`config.mk`:
```
export PLATFORM = sky130hd
export DESIGN_NAME = scaler_h_ctrl
export DESIGN_NICKNAME = d
export VERILOG_FILES = /design/src/rtl/scaler_pkg.sv /design/src/rtl/scaler_width_div.sv /design/src/rtl/scaler_h_ctrl.sv
export SDC_FILE = /design/constraint.sdc
export NUM_CORES = 1
export LEC_CHECK = 0
export ABC_AREA = 1
export CAP_MARGIN = 20
export CORE_ASPECT_RATIO = 1.1
export CORE_MARGIN = 2
export CORE_UTILIZATION = 41
export CTS_CLUSTER_DIAMETER = 100
export DETAILED_ROUTE_END_ITERATION = 12
export SLEW_MARGIN = 20
export SYNTH_ARGS = -nofsm -noshare
export SYNTH_HDL_FRONTEND = slang
export SYNTH_HIERARCHICAL = 1
export SYNTH_SLANG_ARGS = --single-unit
```
`constraint.sdc`:
```
create_clock -name clk -period 2.8 [get_ports clk]
set_input_delay 0.7 -clock clk [delete_from_list [all_inputs] [get_ports clk]]
set_output_delay 0.7 -clock clk [all_outputs]
set_load 0.02 [all_outputs]
```
`src/rtl/scaler_pkg.sv`:
```
// Shared constants, divider state type and width helpers for the horizontal scaler control path.
// Pure declarations: no latency or backpressure.
package scaler_pkg;

  localparam int STEP_W       = 16;
  localparam int WIDTH_W      = 13;
  localparam int PIXEL_STEP   = 1024;
  localparam int STEP_MIN     = 256;
  localparam int STEP_MAX     = 16384;
  localparam int STEP_DEFAULT = 1024;

  typedef enum logic [1:0] {
    D_IDLE,
    D_RUN,
    D_DONE
  } div_state_t;

  // Numerator width for in_width*PIXEL_STEP + step - 1, with one guard bit.
  function automatic int num_w(input int width_w, input int pixel_step);
    return width_w + $clog2(pixel_step) + 1;
  endfunction

endpackage

```
`src/rtl/scaler_width_div.sv`:
```
// Restoring divider: out_width = ceil(width*PIXEL_STEP/step), saturated; NUM_W+1 cycles from start to done.
// No backpressure: a start in any state restarts with new operands, clr_i drops the result-valid flag.
module scaler_width_div #(
  parameter int STEP_W     = scaler_pkg::STEP_W,
  parameter int WIDTH_W    = scaler_pkg::WIDTH_W,
  parameter int PIXEL_STEP = scaler_pkg::PIXEL_STEP
) (
  input  logic               clk,
  input  logic               rst,
  input  logic               start_i,
  input  logic               clr_i,
  input  logic [WIDTH_W-1:0] width_i,
  input  logic [STEP_W-1:0]  step_i,
  output logic               busy_o,
  output logic               done_o,
  output logic [WIDTH_W-1:0] quo_o
);
  import scaler_pkg::*;

  localparam int NUM_W = num_w(WIDTH_W, PIXEL_STEP);
  localparam int CNT_W = $clog2(NUM_W + 1);
  localparam logic [WIDTH_W-1:0] QMAX = '1;

  div_state_t        state;
  logic [NUM_W-1:0]  num_q;
  logic [NUM_W-1:0]  quo_q;
  logic [STEP_W-1:0] den_q;
  logic [STEP_W-1:0] rem_q;
  logic [CNT_W-1:0]  cnt_q;
  logic [NUM_W-1:0]  num_init;
  logic [STEP_W:0]   rem_sh;
  logic [STEP_W:0]   rem_sub;
  logic              ge;
  logic [WIDTH_W-1:0] quo_sat;

  // Adding step-1 before dividing turns the truncating quotient into a ceiling.
  assign num_init = NUM_W'(width_i) * NUM_W'(PIXEL_STEP) + NUM_W'(step_i) - NUM_W'(1);
  assign rem_sh   = {rem_q, num_q[NUM_W-1]};
  assign rem_sub  = rem_sh - {1'b0, den_q};
  assign ge       = (rem_sh >= {1'b0, den_q});
  assign quo_sat  = (|quo_q[NUM_W-1:WIDTH_W]) ? QMAX : quo_q[WIDTH_W-1:0];
  assign busy_o   = (state != D_IDLE);

  always_ff @(posedge clk) begin
    if (rst) begin
      state  <= D_IDLE;
      num_q  <= '0;
      quo_q  <= '0;
      den_q  <= '0;
      rem_q  <= '0;
      cnt_q  <= '0;
      quo_o  <= '0;
      done_o <= 1'b0;
    end else begin
      if (start_i) begin
        num_q  <= num_init;
        den_q  <= step_i;
        quo_q  <= '0;
        rem_q  <= '0;
        cnt_q  <= '0;
        done_o <= 1'b0;
        state  <= D_RUN;
      end else begin
        case (state)
          D_RUN: begin
            num_q <= num_q << 1;
            quo_q <= {quo_q[NUM_W-2:0], ge};
            rem_q <= ge ? rem_sub[STEP_W-1:0] : rem_sh[STEP_W-1:0];
            cnt_q <= cnt_q + 1'b1;
            if (cnt_q == CNT_W'(NUM_W - 1)) state <= D_DONE;
          end
          D_DONE: begin
            quo_o  <= quo_sat;
            done_o <= 1'b1;
            state  <= D_IDLE;
          end
          default: state <= D_IDLE;
        endcase
      end
      if (clr_i) done_o <= 1'b0;
    end
  end

endmodule

```
`src/rtl/scaler_h_ctrl.sv`:
```
// Shadows range-checked step writes, applies them at frame start, measures line width and derives output width.
// Step applied 1 cycle after the vs rise; width_vld 26 cycles after the first hs; no backpressure, last write wins.
module scaler_h_ctrl #(
  parameter int PIXEL_STEP   = scaler_pkg::PIXEL_STEP,
  parameter int STEP_W       = scaler_pkg::STEP_W,
  parameter int WIDTH_W      = scaler_pkg::WIDTH_W,
  parameter int STEP_MIN     = scaler_pkg::STEP_MIN,
  parameter int STEP_MAX     = scaler_pkg::STEP_MAX,
  parameter int STEP_DEFAULT = scaler_pkg::STEP_DEFAULT
) (
  input  logic               clk,
  input  logic               rst,
  input  logic [STEP_W-1:0]  cfg_step_i,
  input  logic               cfg_wr_i,
  output logic               cfg_busy_o,
  output logic               cfg_err_o,
  input  logic               vs_i,
  input  logic               hs_i,
  input  logic               de_i,
  output logic [STEP_W-1:0]  scale_step_h,
  output logic               step_upd_o,
  output logic [WIDTH_W-1:0] in_width_o,
  output logic [WIDTH_W-1:0] out_width_o,
  output logic               width_vld_o,
  output logic               line_err_o
);
  import scaler_pkg::*;

  logic [STEP_W-1:0]  shadow_q;
  logic               pending_q;
  logic               vs_q;
  logic               frame_start;
  logic               wr_ok;
  logic [WIDTH_W-1:0] cnt_q;
  logic [WIDTH_W-1:0] cnt_inc;
  logic [WIDTH_W-1:0] line_cnt;
  logic               pix;
  logic               first_seen_q;
  logic               first_q;
  logic               div_start;
  logic               div_busy;
  logic               div_done;

  assign frame_start = vs_i & ~vs_q;
  assign wr_ok       = (cfg_step_i >= STEP_W'(STEP_MIN)) && (cfg_step_i <= STEP_W'(STEP_MAX));
  assign cfg_busy_o  = pending_q;

  // Step shadow: a write on the frame-start cycle lands after the old shadow is applied.
  always_ff @(posedge clk) begin
    if (rst) begin
      shadow_q     <= STEP_W'(STEP_DEFAULT);
      pending_q    <= 1'b0;
      scale_step_h <= STEP_W'(STEP_DEFAULT);
      step_upd_o   <= 1'b0;
      cfg_err_o    <= 1'b0;
      vs_q         <= 1'b0;
    end else begin
      vs_q       <= vs_i;
      step_upd_o <= 1'b0;
      if (frame_start && pending_q) begin
        scale_step_h <= shadow_q;
        step_upd_o   <= 1'b1;
        pending_q    <= 1'b0;
      end
      if (cfg_wr_i) begin
        if (wr_ok) begin
          shadow_q  <= cfg_step_i;
          pending_q <= 1'b1;
          cfg_err_o <= 1'b0;
        end else begin
          cfg_err_o <= 1'b1;
        end
      end
    end
  end

  assign pix      = de_i & vs_i;
  assign cnt_inc  = (cnt_q == '1) ? cnt_q : cnt_q + 1'b1;
  assign line_cnt = pix ? cnt_inc : cnt_q;

  always_ff @(posedge clk) begin
    if (rst) begin
      cnt_q        <= '0;
      in_width_o   <= '0;
      first_seen_q <= 1'b0;
      first_q      <= 1'b0;
      line_err_o   <= 1'b0;
    end else begin
      first_q <= 1'b0;
      if (hs_i) cnt_q <= '0;
      else if (pix) cnt_q <= cnt_inc;
      if (frame_start) begin
        first_seen_q <= 1'b0;
        line_err_o   <= 1'b0;
      end else if (hs_i && (line_cnt != '0)) begin
        if (!first_seen_q) begin
          in_width_o   <= line_cnt;
          first_seen_q <= 1'b1;
          first_q      <= 1'b1;
        end else if (line_cnt != in_width_o) begin
          line_err_o <= 1'b1;
        end
      end
    end
  end

  // Recompute on the first measured line, or when a new step lands and a width is already known.
  assign div_start = first_q | (step_upd_o & (in_width_o != '0));

  scaler_width_div #(
    .STEP_W    (STEP_W),
    .WIDTH_W   (WIDTH_W),
    .PIXEL_STEP(PIXEL_STEP)
  ) u_div (
    .clk    (clk),
    .rst    (rst),
    .start_i(div_start),
    .clr_i  (frame_start),
    .width_i(in_width_o),
    .step_i (scale_step_h),
    .busy_o (div_busy),
    .done_o (div_done),
    .quo_o  (out_width_o)
  );

  assign width_vld_o = div_done & ~div_busy;

endmodule

```
After elaboration in Yosys (flattened, before gate mapping)
Index checks and enable logic that the tools add are counted.
- muxes and demuxes: 15
- reductions and logical operators: 18
- add/sub/neg operators: 5
- equality and inequality tests: 6
- bitwise gates (word level): 12
- magnitude comparators: 3
- operators by type and width (operator ; number):
    $mux W24 ; 2
    $mux W13 ; 3
    $reduce_bool A13 Y1 ; 2
    $add A23 B16 Y24 ; 1
    $sub A24 B1 Y24 const B ; 1
    $ge A17 B16 Y1 ; 1
    $ge A16 B9 Y1 const B ; 1
    $le A16 B15 Y1 const B ; 1
    $mux W16 ; 1
    $sub A16 B16 Y16 ; 1
    $add A13 B1 Y13 const B ; 1
    $eq A13 B13 Y1 const B ; 1
    $ne A13 B13 Y1 ; 1
    $reduce_or A11 Y1 ; 1
    $mux W1 ; 9
    $reduce_or A3 Y1 ; 3
    $not A1 Y1 ; 7
    $reduce_and A3 Y1 ; 2
    $reduce_or A2 Y1 ; 3
    $add A5 B1 Y5 const B ; 1
    $eq A5 B5 Y1 const B ; 1
    $and A1 B1 Y1 ; 4
    $reduce_and A2 Y1 ; 2
    $reduce_bool A2 Y1 ; 2
    other kinds (5) ; 7
- register bits after elaboration: 166
- output and inout port bits: 47

Logic depth before layout (Yosys ltp)
Gate-level depths: netlist of the first run.
- depth in word-level cells: 7
- gate-level depth with buffers: 16

Cells and area by module
The synthesis of the first run kept the hierarchy.
- by module, submodules not included (module ; area each (µm²) ; times used ; cells an instance):
    scaler_width_div ; 6849.1 ; 1 ; 1110
    scaler_h_ctrl ; 3052.9 ; 1 ; 431

Least setup slack after synthesis of the first run
No wires, ideal clock.
- path kind: register to register
- start: reg in_width_o[1]
- end: reg u_div.num_q[16]
- arrival: 1.979 ns
- required time: 2.668 ns
- buffers on the path: 0
- setup slack: 0.689 ns
- stages on the path, launching flop included: 15
- period minus slack after synthesis: 2.111 ns
- cells stage by stage: dfxtp_1 > inv_1 > ha_1 > inv_1 > ha_1 > nand2_1 > inv_1 > a21oi_1 > nor2_1 > nor2_1 > nand2_1 > nand2_1 > nand3_1 > nand2_1 > a21oi_1
- cells in the longest elaborated chain, start to end: 4
- RTL lines (element ; line ; source):
    start: declaration ; scaler_h_ctrl.sv:22 ; output logic [WIDTH_W-1:0] in_width_o,
    start signal: assignment ; scaler_h_ctrl.sv:97 ; in_width_o <= line_cnt;
    parallel branches: the longest is 4 deep, another holds $add A23 B16 Y24 ; -- ;
    end signal: assignment ; scaler_width_div.sv:56 ; num_q <= num_init;
    end signal: assignment ; scaler_width_div.sv:66 ; num_q <= num_q << 1;
    end: declaration ; scaler_width_div.sv:25 ; logic [NUM_W-1:0] num_q;
Parallel ways; which one is timed is not known.
A chain may end at the register's enable or synchronous reset.

Final worst setup path of the first run
- start: in cfg_step_i[10]
- end: reg cfg_err_o
- cells in the longest elaborated chain, start to end: 3
- RTL lines (element ; line ; source):
    start: declaration ; scaler_h_ctrl.sv:13 ; input logic [STEP_W-1:0] cfg_step_i,
    $ge A16 B9 Y1 or $le A16 B15 Y1 (tied branches) ; scaler_h_ctrl.sv:45 ; assign wr_ok = (cfg_step_i >= STEP_W'(STEP_MIN)) && (cfg_step_i <= STEP_W'(STEP_MAX));
    $logic_and A1 B1 Y1 (*) ; scaler_h_ctrl.sv:45 ;
    $mux W1 (*) ; scaler_h_ctrl.sv:66 ; if (wr_ok) begin
    end signal: assignment ; scaler_h_ctrl.sv:55 ; cfg_err_o <= 1'b0;
    end signal: assignment ; scaler_h_ctrl.sv:69 ; cfg_err_o <= 1'b0;
    end signal: assignment ; scaler_h_ctrl.sv:71 ; cfg_err_o <= 1'b1;
    end: declaration ; scaler_h_ctrl.sv:16 ; output logic cfg_err_o,
Mark *: on every way between the ends. The rest lies on a longest branch, timed or not.

==> impl_metrics.tcl, run 1 <==
set metrics [dict create \
    status "completed" \
    max_stage_delay_ns 0.76 \
    drcViolationCount 0 \
    synth_edf_count 0 \
    clk_latency_ns 0.45 \
    arrival_ns 2.87 \
    async_reset_ff_share_pct 0 \
    synth_area_per_cell_um2 6.43 \
    setup_viol 0 \
    grt.met1_usage_pct 29.5 \
    cts.clk_slew.worst_paths_ns 0.08 \
    synthFlopType "dfxtp_1" \
    p_switching_uw 2840 \
    ys_ff_latch 166 \
    num_rows 59 \
    cp_cell_sequence "clkdlybuf4s50_1 -> nor4_1 -> nand3_1 -> nand2_1 -> inv_1 -> nor2_1 -> inv_1 -> nor2_1" \
    period_share_pct 88.7 \
    cp_max_fo 16 \
    max_slew_margin_pct 32.2 \
    r2r_start "scale_step_h[10]" \
    cts_tree "built" \
    maxSlewViolCount 0 \
    final_common_cell "nand2_1" \
    power_frac_seq_pct 35.4 \
    layout_common_cells "nand2_1, inv_1, dfxtp_1, nor2_1, nand3_1" \
    start_util_pct 41.8 \
    internal_power_uw 4520 \
    path_buf_inv 3 \
    die_w_um 152 \
    syn_nets 1611 \
    totalPowerFinal_uw 7360 \
    core_area_mm2 0.0237 \
    cp-end-kind "flop" \
    dieArea_mm2 0.0254 \
    grt.busiest_layer "met2" \
    final_util_pct 49.3 \
    io_pins 69 \
    critPathRequiredTime_ns 3.19 \
    grt_util_all_layers_pct 21.1 \
    hold_violations 0 \
    hold-worst-slack_ns 0.441 \
    maxCapViolations 0 \
    clock_tree.root_cell "clkbuf_16" \
    ff2ff_setup_slack_ns 0.36 \
    postLayoutCellArea_mm2 0.0117 \
    cts_buffers 17 \
    grt_use_met2_pct 33.6 \
    post_drt_wl_per_cell_um 13.8 \
    drt-vias-per-instance 5.00 \
    routabilityCongestion 0.877 \
    cellPowerDensity_mw_per_mm2 630 \
    wirelength_mm 26.7 \
    rsz0062_at_grt "false" \
    final_layout_size_suffix_gt1_share_pct 7.23 \
    cts_sinks 166 \
    area_growth_syn_to_layout_pct 18.0 \
    critical_path_class "primary input to flop" \
    syn-cell-area_mm2 0.00990 \
    num_vias 9683 \
    grt_pass1_vias 8939 \
    endpoint "cfg_err_o" \
    grt_max_degree 74 \
    post_dp_cell_area_mm2 0.0111 \
    hold_buffers 0 \
    worstHoldPathType "flop to flop" \
    clockBufferDepth 2 \
    leakagePower_uw 0.00555 \
    synthDistinctLibCells 47 \
    tns_ns 0 \
    tightest_slew_ns 1.01 \
    cp_top_family "simple AND/OR/NAND/NOR gates" \
    critPathSlowestCell "nor2_1" \
    path_depth 8 \
    synth_warnings 6 \
    fmax_mhz 403 \
    n_antenna_cell 0 \
    comb_power_share_pct 31.5 \
    clkPwrFrac_pct 33.1 \
    htreeDepth 4 \
    cp-start-kind "primary input" \
    antenna_left 0 \
    overflow 0 \
    swShare_pct 38.6 \
    vdd_drop_max_mv 0.442 \
    use_met3_pct 3.28 \
    antenna_found_initial 0 \
    clock_skew_ns 0.0115 \
    synthCells 1541 \
    grt_pass1_wl_mm 44.2 \
    crit_start "cfg_step_i[10]" \
    first_pass_iters 5 \
    reg2reg_to "u_div/num_q[11]" \
    numPortBuffers 68 \
    dpl.hpwl_mm 20.3 \
    die_h_um 167 \
    fin_nets 1689 \
    yosysSeqAreaShare_pct 33.6 \
    fin_crit_ns 2.48 \
    drt_iter0_drc 672 \
    ff2ff_path_depth 12 \
]
-- logic make-up (layout without fill, tap and decap cells) --
group / Yosys count / in the layout / synth area share (%)
flip-flops: 166 / 166 / 33.6
buffers and inverters: 306 / 397 / 12.3
adder cells (fa/ha/maj): 48 / 48 / 6.22
AND/OR/NAND/NOR: 776 / 776 / 34.0
XOR/XNOR: 16 / 16 / 1.55
AO/OA/AOI/OAI: 229 / 229 / 12.4
-- layer usage --
metal / share of wire, % / wire length (µm)
met5: 0 / 0
met4: 1.5 / 414
met3: 5.0 / 1320
met2: 44 / 11700
met1: 50 / 13200
-- flip-flops by register name (all words and copies together) (netlist names), 2 cells and up --
signal and cells:
shadow_q 16, u_div/rem_q 16, in_width_o 13, u_div/quo_q 24, cnt_q 13, u_div/quo_o 13, u_div/den_q 16, u_div/cnt_q 5
u_div/state 2, u_div/num_q 24, scale_step_h 16
-- worst min-delay path by stage --
stage | slack, ns | cells past startpoint | startpoint | endpoint
4_1_cts | 0.45 | 2 | shadow_q[15] | shadow_q[15]
3_5_place_dp | 0.43 | 2 | shadow_q[15] | shadow_q[15]
5_1_grt | 0.46 | 2 | shadow_q[15] | shadow_q[15]
3_3_place_gp | 0.43 | 2 | shadow_q[15] | shadow_q[15]
6_report | 0.44 | 2 | shadow_q[15] | shadow_q[15]
2_1_floorplan | 0.42 | 2 | shadow_q[15] | shadow_q[15]
-- power groups by stage --
stage	logic, µW	registers, µW	clock network, µW
CTS	2320	2600	2500
finish	2320	2600	2440
detailed placement	2310	2660	0
global route	2660	2620	2590
floorplan	1810	2650	0
global placement	2300	2650	0
-- stage by stage --
| step | cells | setup slack (ns) |
|---|---|---|
| after global placement | 1905 | -0.0482 |
| after floorplan | 1541 | 0.689 |
| after detailed placement | 1905 | -0.123 |
| after CTS | 1937 | 0.306 |
| final | 1937 | 0.318 |
| after global routing | 1937 | 0.0612 |
-- synthesized netlist by cell type (6+ instances only) --
master    number  area share [%]
a21oi_1      101             5.1
a22o_1        11            0.97
a31oi_1       15            0.95
buf_2         10            0.51
clkbuf_1      29             1.1
dfxtp_1      166              34
ha_1          46             5.8
inv_1        248             9.4
inv_2          6            0.23
nand2_1      420              16
nand2_2        7            0.44
nand3_1      109             5.5
nand3b_1      10            0.76
nand4_1       25             1.6
nor2_1       156             5.9
nor2_2         6            0.38
nor3_1        14            0.71
o21ai_0       94             4.8
xor2_1        11            0.97
-- worst min-delay path, stage by stage (launching register included) --
cell,delay [ns]
dfxtp_1,0.30
inv_1,0.06
nor2_1,0.04
-- final cells by class --
type                            count  area [µm²]
Clock buffer                       17         425
Clock inverter                     15         198
Fill cell                        2438       12000
Inverter                          257         967
Multi-Input combinational cell   1069        5380
Sequential cell                   166        3320
Tap cell                          305         382
Timing Repair Buffer              108        1010
-- what timing repair did --
item | CTS | global route
gates resized for setup | 0 | 1
setup buffers | 0 | 0
setup endpoints to repair | 0 | 2
Power figures use the tool's default switching activity.
==> run 2: changes to the inputs <==
--- a/config.mk
+++ b/config.mk
@@ -12,7 +12,6 @@
 export CORE_UTILIZATION = 41
 export CTS_CLUSTER_DIAMETER = 100
 export DETAILED_ROUTE_END_ITERATION = 12
-export SLEW_MARGIN = 20
 export SYNTH_ARGS = -nofsm -noshare
 export SYNTH_HDL_FRONTEND = slang
 export SYNTH_HIERARCHICAL = 1
==> results of run 2 <==
Final layout, timing and power as in run 1 (identical DEF).
==> run 3: changes to the inputs <==
--- a/config.mk
+++ b/config.mk
@@ -12,6 +12,7 @@
 export CORE_UTILIZATION = 41
 export CTS_CLUSTER_DIAMETER = 100
 export DETAILED_ROUTE_END_ITERATION = 12
+export SLEW_MARGIN = 0
 export SYNTH_ARGS = -nofsm -noshare
 export SYNTH_HDL_FRONTEND = slang
 export SYNTH_HIERARCHICAL = 1
==> results of run 3 <==
Final layout, timing and power as in run 1 (identical DEF).
